===== config.mk =====
export PLATFORM = sky130hd
export DESIGN_NAME = ram_port_arbiter
export DESIGN_NICKNAME = d
export VERILOG_FILES = /design/src/rtl/ram_port_arbiter.sv
export SDC_FILE = /design/constraint.sdc
export NUM_CORES = 1
export LEC_CHECK = 0
export CORE_AREA = 2 2 146 148
export DETAILED_ROUTE_END_ITERATION = 8
export DIE_AREA = 0 0 148 150
export GPL_ROUTABILITY_DRIVEN = 0
export GPL_TIMING_DRIVEN = 0
export HOLD_SLACK_MARGIN = 0.08
export PLACE_DENSITY_LB_ADDON = 0.25
export SYNTH_ARGS = -nofsm -noshare
export SYNTH_HDL_FRONTEND = slang
export SYNTH_SLANG_ARGS = --single-unit

===== constraint.sdc =====
create_clock -name CLK -period 1.85 [get_ports CLK]
set_input_delay 0.37 -clock CLK [delete_from_list [all_inputs] [get_ports CLK]]
set_output_delay 0.37 -clock CLK [all_outputs]
set_load 0.005 [all_outputs]

===== src/rtl/ram_port_arbiter.sv =====
// Four-way arbiter for the single RAM port. Data requesters (d0/d1) outrank
// instruction requesters (i0/i1), each class rotates round-robin, a data owner
// may lock the port over consecutive words, and a stalled owner is forced off
// after TIMEOUT cycles with an err pulse.
module ram_port_arbiter #(
  parameter int ADDR_W  = 32,
  parameter int DATA_W  = 32,
  parameter int TIMEOUT = 15
) (
  input  logic                CLK,
  input  logic                nRST,
  input  logic [1:0]          dREN,
  input  logic [1:0]          dWEN,
  input  logic [1:0]          dlock,
  input  logic [2*ADDR_W-1:0] daddr,
  input  logic [2*DATA_W-1:0] dstore,
  input  logic [1:0]          iREN,
  input  logic [2*ADDR_W-1:0] iaddr,
  output logic [1:0]          dwait,
  output logic [1:0]          iwait,
  output logic [DATA_W-1:0]   dload,
  output logic [DATA_W-1:0]   iload,
  output logic                ramREN,
  output logic                ramWEN,
  output logic [ADDR_W-1:0]   ramaddr,
  output logic [DATA_W-1:0]   ramstore,
  input  logic [DATA_W-1:0]   ramload,
  input  logic [1:0]          ramstate,
  output logic [3:0]          grant,
  output logic                err
);

  localparam logic [1:0] RS_ACCESS = 2'd2;
  localparam logic [1:0] RS_ERROR  = 2'd3;
  localparam int         TW        = $clog2(TIMEOUT + 1);
  localparam logic [TW-1:0] TMAX   = TW'(TIMEOUT - 1);

  typedef enum logic {IDLE, OWN} state_t;

  state_t        state;
  logic          drr;
  logic          irr;
  logic [TW-1:0] tcnt;

  logic [1:0] dreq;
  logic       dgnt;
  logic       ignt;
  logic       dsel;
  logic       isel;
  logic       own_req;
  logic       access;

  // Round-robin pick: the pointed-to core if it requests, otherwise the other.
  function automatic logic pick(input logic [1:0] req, input logic ptr);
    return req[ptr] ? ptr : ~ptr;
  endfunction

  assign dreq    = dREN | dWEN;
  assign dgnt    = |grant[1:0];
  assign ignt    = |grant[3:2];
  assign dsel    = grant[1];
  assign isel    = grant[3];
  assign access  = (ramstate == RS_ACCESS);
  assign own_req = (dgnt & dreq[dsel]) | (ignt & iREN[isel]);

  // A requester stalls until its own granted word sees ACCESS.
  assign dwait[0] = dreq[0] & ~(grant[0] & access);
  assign dwait[1] = dreq[1] & ~(grant[1] & access);
  assign iwait[0] = iREN[0] & ~(grant[2] & access);
  assign iwait[1] = iREN[1] & ~(grant[3] & access);

  assign dload = ramload;
  assign iload = ramload;

  // RAM strobes decode straight from grant so they fall with the request or reset.
  always_comb begin
    ramREN   = 1'b0;
    ramWEN   = 1'b0;
    ramaddr  = '0;
    ramstore = '0;
    if (dgnt) begin
      ramaddr  = dsel ? daddr[2*ADDR_W-1:ADDR_W]  : daddr[ADDR_W-1:0];
      ramstore = dsel ? dstore[2*DATA_W-1:DATA_W] : dstore[DATA_W-1:0];
      ramWEN   = dWEN[dsel];
      ramREN   = dREN[dsel] & ~dWEN[dsel];
    end else if (ignt) begin
      ramaddr  = isel ? iaddr[2*ADDR_W-1:ADDR_W] : iaddr[ADDR_W-1:0];
      ramREN   = iREN[isel];
    end
  end

  // Arbitration FSM: grant in IDLE, hold/release/abort/error/timeout in OWN.
  always_ff @(posedge CLK or negedge nRST) begin
    if (!nRST) begin
      state <= IDLE;
      grant <= '0;
      drr   <= 1'b0;
      irr   <= 1'b0;
      tcnt  <= '0;
      err   <= 1'b0;
    end else begin
      err <= 1'b0;
      case (state)
        IDLE: begin
          tcnt <= '0;
          if (|dreq) begin
            grant <= pick(dreq, drr) ? 4'b0010 : 4'b0001;
            state <= OWN;
          end else if (|iREN) begin
            grant <= pick(iREN, irr) ? 4'b1000 : 4'b0100;
            state <= OWN;
          end
        end
        OWN: begin
          if (access) begin
            tcnt <= '0;
            if (!(dgnt & dlock[dsel] & dreq[dsel])) begin
              state <= IDLE;
              grant <= '0;
              if (dgnt) drr <= ~dsel;
              else      irr <= ~isel;
            end
          end else if (ramstate == RS_ERROR) begin
            state <= IDLE;
            grant <= '0;
            tcnt  <= '0;
            err   <= 1'b1;
            if (dgnt) drr <= ~dsel;
            else      irr <= ~isel;
          end else if (!own_req) begin
            // Owner walked away: release without touching the pointer.
            state <= IDLE;
            grant <= '0;
            tcnt  <= '0;
          end else if (tcnt == TMAX) begin
            state <= IDLE;
            grant <= '0;
            tcnt  <= '0;
            err   <= 1'b1;
            if (dgnt) drr <= ~dsel;
            else      irr <= ~isel;
          end else begin
            tcnt <= tcnt + 1'b1;
          end
        end
        default: begin
          state <= IDLE;
          grant <= '0;
        end
      endcase
    end
  end

endmodule


After elaboration in Yosys (flattened, before gate mapping). Cells that the tools add are included.

Flip-flop bits (word level): 12. Bits of input ports: 236. Output and inout port bits: 139. Logic and storage cells: 116.

Bitwise operators: 25. Reduce and logical (&&, ||, !) cells: 8. Equality and inequality tests: 7. Multiplexer cells: 65. Magnitude comparators: 4. Add/subtract/negate cells: 1.

Operators by type and width (number): 32-bit 2-to-1 mux (6); 4-bit 2-to-1 mux (12); 1-bit 2-to-1 mux (43); 4-bit case mux with 2 select lines (2); 1-bit bitwise AND (13); 1-bit inverter (10); 1-bit by 2-bit less-than comparator with 1-bit output (second input constant) (4); 2-bit OR reduction (4); 3-bit != test (second input constant) (2); 3-bit nonzero test (2); 5-bit by 2-bit != test with 1-bit output (second input constant) (1); 4-bit by 1-bit adder with 4-bit output (second input constant) (1); 2-bit == test (second input constant) (2); 4-bit == test (second input constant) (1); 4-bit AND reduction (1); 3-bit AND reduction (1); 2-bit 2-to-1 mux (1); 2-bit != test (second input constant) (1); 2-bit bitwise OR (1); 1-bit case mux with 2 select lines (1); 1-bit bitwise OR (1).

Longest topological paths before layout.
Depth after elaboration: 9. Mapped depth: 7. Mapped depth without buffers: 7.

Least setup slack after synthesis. OpenSTA, ideal clock, no wires.

Kind: register to output. From: register grant[1]. To: output port ramaddr[23]. Path buffers: 2. Data arrival time: 1.423 ns. Setup slack: 0.057 ns. Required time: 1.480 ns. Stages on the path, launching flop included: 6. Cells stage by stage: dfrtp_1 > buf_2 > nor2_1 > clkbuf_1 > a22oi_1 > o21ai_0.

Cells in the longest elaborated chain, start to end: 2. Elaborated cells on any way between the ends: 3. Classes of those cells: mux (2); reduce/logical (1).

RTL lines: from (decl) (RTL line 29) `output logic [3:0] grant,`; from (signal assigned) (RTL line 107) `grant <= pick(dreq, drr) ? 4'b0010 : 4'b0001;`; from (signal assigned) (RTL line 110) `grant <= pick(iREN, irr) ? 4'b1000 : 4'b0100;`; 32-bit 2-to-1 mux or 2-bit OR reduction (tied branches) (RTL line 82, 59); 32-bit 2-to-1 mux * (RTL line 81) `if (dgnt) begin`; to (decl) (RTL line 25) `output logic [ADDR_W-1:0] ramaddr,`.

Mark *: on every way between the ends. The rest lies on a longest branch, timed or not.

Worst setup path after layout.
From: register grant[1]. To: output port ramstore[10].

Cells in the longest elaborated chain, start to end: 2. Elaborated cells on any way between the ends: 3. Classes of those cells: mux (2); reduce/logical (1).

RTL lines: 32-bit 2-to-1 mux or 2-bit OR reduction (tied branches) (RTL line 83, 59); 32-bit 2-to-1 mux * (RTL line 81); to (decl) (RTL line 26) `output logic [DATA_W-1:0] ramstore,`.

Marks and branches as above.

==> reports/results.md <==
* number of global-route vias before repair: 3,726
* minimum clock period after layout: 2.03 ns
* final hold violation count: 0
* headroom to the max-slew limit: 62.4%
* part of the total power dissipated in the clock network: 6.1%
* top library cells by usage in the layout, fill and taps aside: 268 x clkdlybuf4s50_1, 81 x buf_4, 67 x buf_2
* Leakage: 2.89 nW
* global-route usage over all layers: 12.2%
* first-pass GRT wire length: 21,400 um
* violated checks: negative setup slack
* worst hold slack across all endpoints: 0.501 ns
* Area Overhead vs Synth: 199%
* combinational fraction of design power: 87.3%
* ratio of cells with drive above 1 in the final layout: 38.5%
* warning count from the yosys run: 0
* post-synthesis async set-or-reset flop share: 100%
* number of synthesized register bits: 12
* crit path kind: reg -> out
* clock-pin transition on the worst setup and hold timing paths: 0.04 ns
* post-detail-place hpwl: 12,000 um
* DP Cell Count: 913
* required time of the critical path: 1.48 ns
* sink count of the clock tree: 12
* category of the worst setup path capture point: output pin
* num ports: 375
* Worst Setup Start Kind: register
* result of the run: finished with violations
* setup violation total in the final timing report: 58
* Bufs on Longest Clock Path: 2
* RSZ-0062 raised after global routing: yes
* Max FO, Critical Path: 7
* DRT Wirelength: 15,200 um
* PortBufs: 342
* total of max-cap violations: 0
* switching part of the total power: 38.6%
* overall die height: 150 um
* Cells after Synth: 296
* clock latency on the worst-skew pair: 0.24 ns
* via count: 3,686
* Highest Clock Rate: 493 MHz
* final routed wire length divided by cell count: 15.9 um
* mean number of vias per cell: 3.85
* clock tree from TritonCTS: yes
* max-slew violation total from the final report: 0
* CTS Buf Count: 3
* number of iterations in the first detailed-routing pass: 4
* EDFF count, synth: 0
* count of antenna-violating nets left after detailed routing: 0
* die width: 148 um
* pwr/cell area: 916 mW/mm^2
* number of antenna violations at the first check in global routing: 1
* Starting Density: 11.2%
* most common cell after layout, fill and taps aside: clkdlybuf4s50_1
* main flop type after synthesis: dfrtp_1
* number of rows created at floorplan: 53
* # H-tree levels: 1
* average instance area after synthesis: 7.81 um^2
* clk_skew: 0.00259 ns
* post-synthesis instance area: 0.00231 mm^2
* final critical-path share of the clock period: 110%
* DRT iter0 DRCs: 107
* total die area: 0.0222 mm^2
* internal power: 3.88 mW
* post-route non-filler standard cell count: 957
* share of synthesized area occupied by flip-flops and latches: 13.0%
* standard cell core area: 0.0207 mm^2
* post-route worst setup slack: -0.180 ns
* part of the total power dissipated in sequential elements: 6.7%
* largest net degree at the start of global routing: 13
* Place WS: -1.44 ns
* Net Count, Synth: 534
* VDD IR max: 0.339 mV
* buffer type at the clock tree root: clkbuf_16
* Crit path arrival time: 1.66 ns
* distinct cell type count of the synthesized netlist: 39
* classification of the worst-slack hold path: in -> async
* GR Overflow Total: 0
* Psw: 2.44 mW
* actual slew at the worst max-slew pin: 0.563 ns
* residual DRC count: 0
* count of nets after finishing: 921
[path summary, 6_finish.rpt]
check,startpoint,endpoint,slack [ns],cells after the start
setup reg to reg,grant[1],grant[0],0.10,7
min in group CLK,tcnt[0],tcnt[0],0.50,1
max in group asynchronous,nRST,grant[2],0.95,1
setup / recovery,grant[1],ramstore[10],-0.18,7
hold reg to reg,tcnt[0],tcnt[0],0.50,1
hold / removal,nRST,state,0.50,1
[area by class of cell]
class,instances,area (um^2)
timing repair buffer,383,3600
antenna,1,2.50
buffer,84,827
tap,275,344
clock buffer,3,75.1
multi-input combinational,194,1740
fill,2200,13800
inverter,5,18.8
sequential,12,304
[stage by stage]
step	TNS (ns)	util [%]	power [mW]	instance area, um^2
finish	-3.99	33.4	6.32	6910
global route	-8.19	33.4	6.77	6910
CTS	-7.22	31.4	5.72	6490
detailed placement	-88.49	29.4	4.74	6080
global placement	-90.65	29.4	4.79	6080
floorplan	0	-	2.10	2310
[per-layer routing]
metal	up-vias	global-route usage [%]	wire (um)
li1	1823	-	-
met1	1678	16.1	6340
met2	171	21.5	7910
met3	14	1.77	809
met4	0	1.76	183
met5	-	0	0
[synth_stat cells (all sizes together), types with 3 or more instances]
library cell  number  share of area [%]
buf               67                 22
o21ai             39                8.4
mux2i             34                 15
a22o              33                 13
a22oi             33                 11
clkbuf            18                2.9
dfrtp             12                 13
nor2              12                1.9
a21oi              6                1.3
inv                5               0.81
a31oi              4                1.1
nand2              4               0.65
a21boi             3               0.97
[power groups by stage]
stage / registers (mW) / clock network [mW] / logic [mW]
2_1_floorplan: 0.406 / 0 / 1.70
3_3_place_gp: 0.429 / 0 / 4.36
3_5_place_dp: 0.430 / 0 / 4.31
4_1_cts: 0.415 / 0.388 / 4.92
5_1_grt: 0.431 / 0.408 / 5.93
6_report: 0.422 / 0.383 / 5.52
[registers in the layout, summed over array words and instances, names as in the netlist]
name,count
drr,1
err,1
grant,4
irr,1
state,1
tcnt,4
[critical path, stage by stage, from the launching register on]
cell and delay (ns):
dfrtp_2 0.43, buf_12 0.15, nor2_4 0.12, buf_12 0.16, clkbuf_16 0.15, buf_8 0.10, a22o_1 0.16, buf_2 0.13
[cell families after synthesis]
kind of cell               share of synthesized area [%]
AOI/OAI and AO/OA                                   37.6
xor gates and xnor gates                           0.758
adders and majority gates                           1.08
buffers and inverters                               25.4
DFF                                                 13.0
muxes                                               14.7
and+or+nand+nor                                     7.42
[timing repair]
action | in CTS | in global routing
setup buffers | 25 | 11
pin swaps | 9 | 21
endpoints found under the setup margin | 74 | 72
cloned | 2 | 5
hold buffers | 0 | 0
resized for setup | 369 | 114
(Power assumes the default switching activity.)
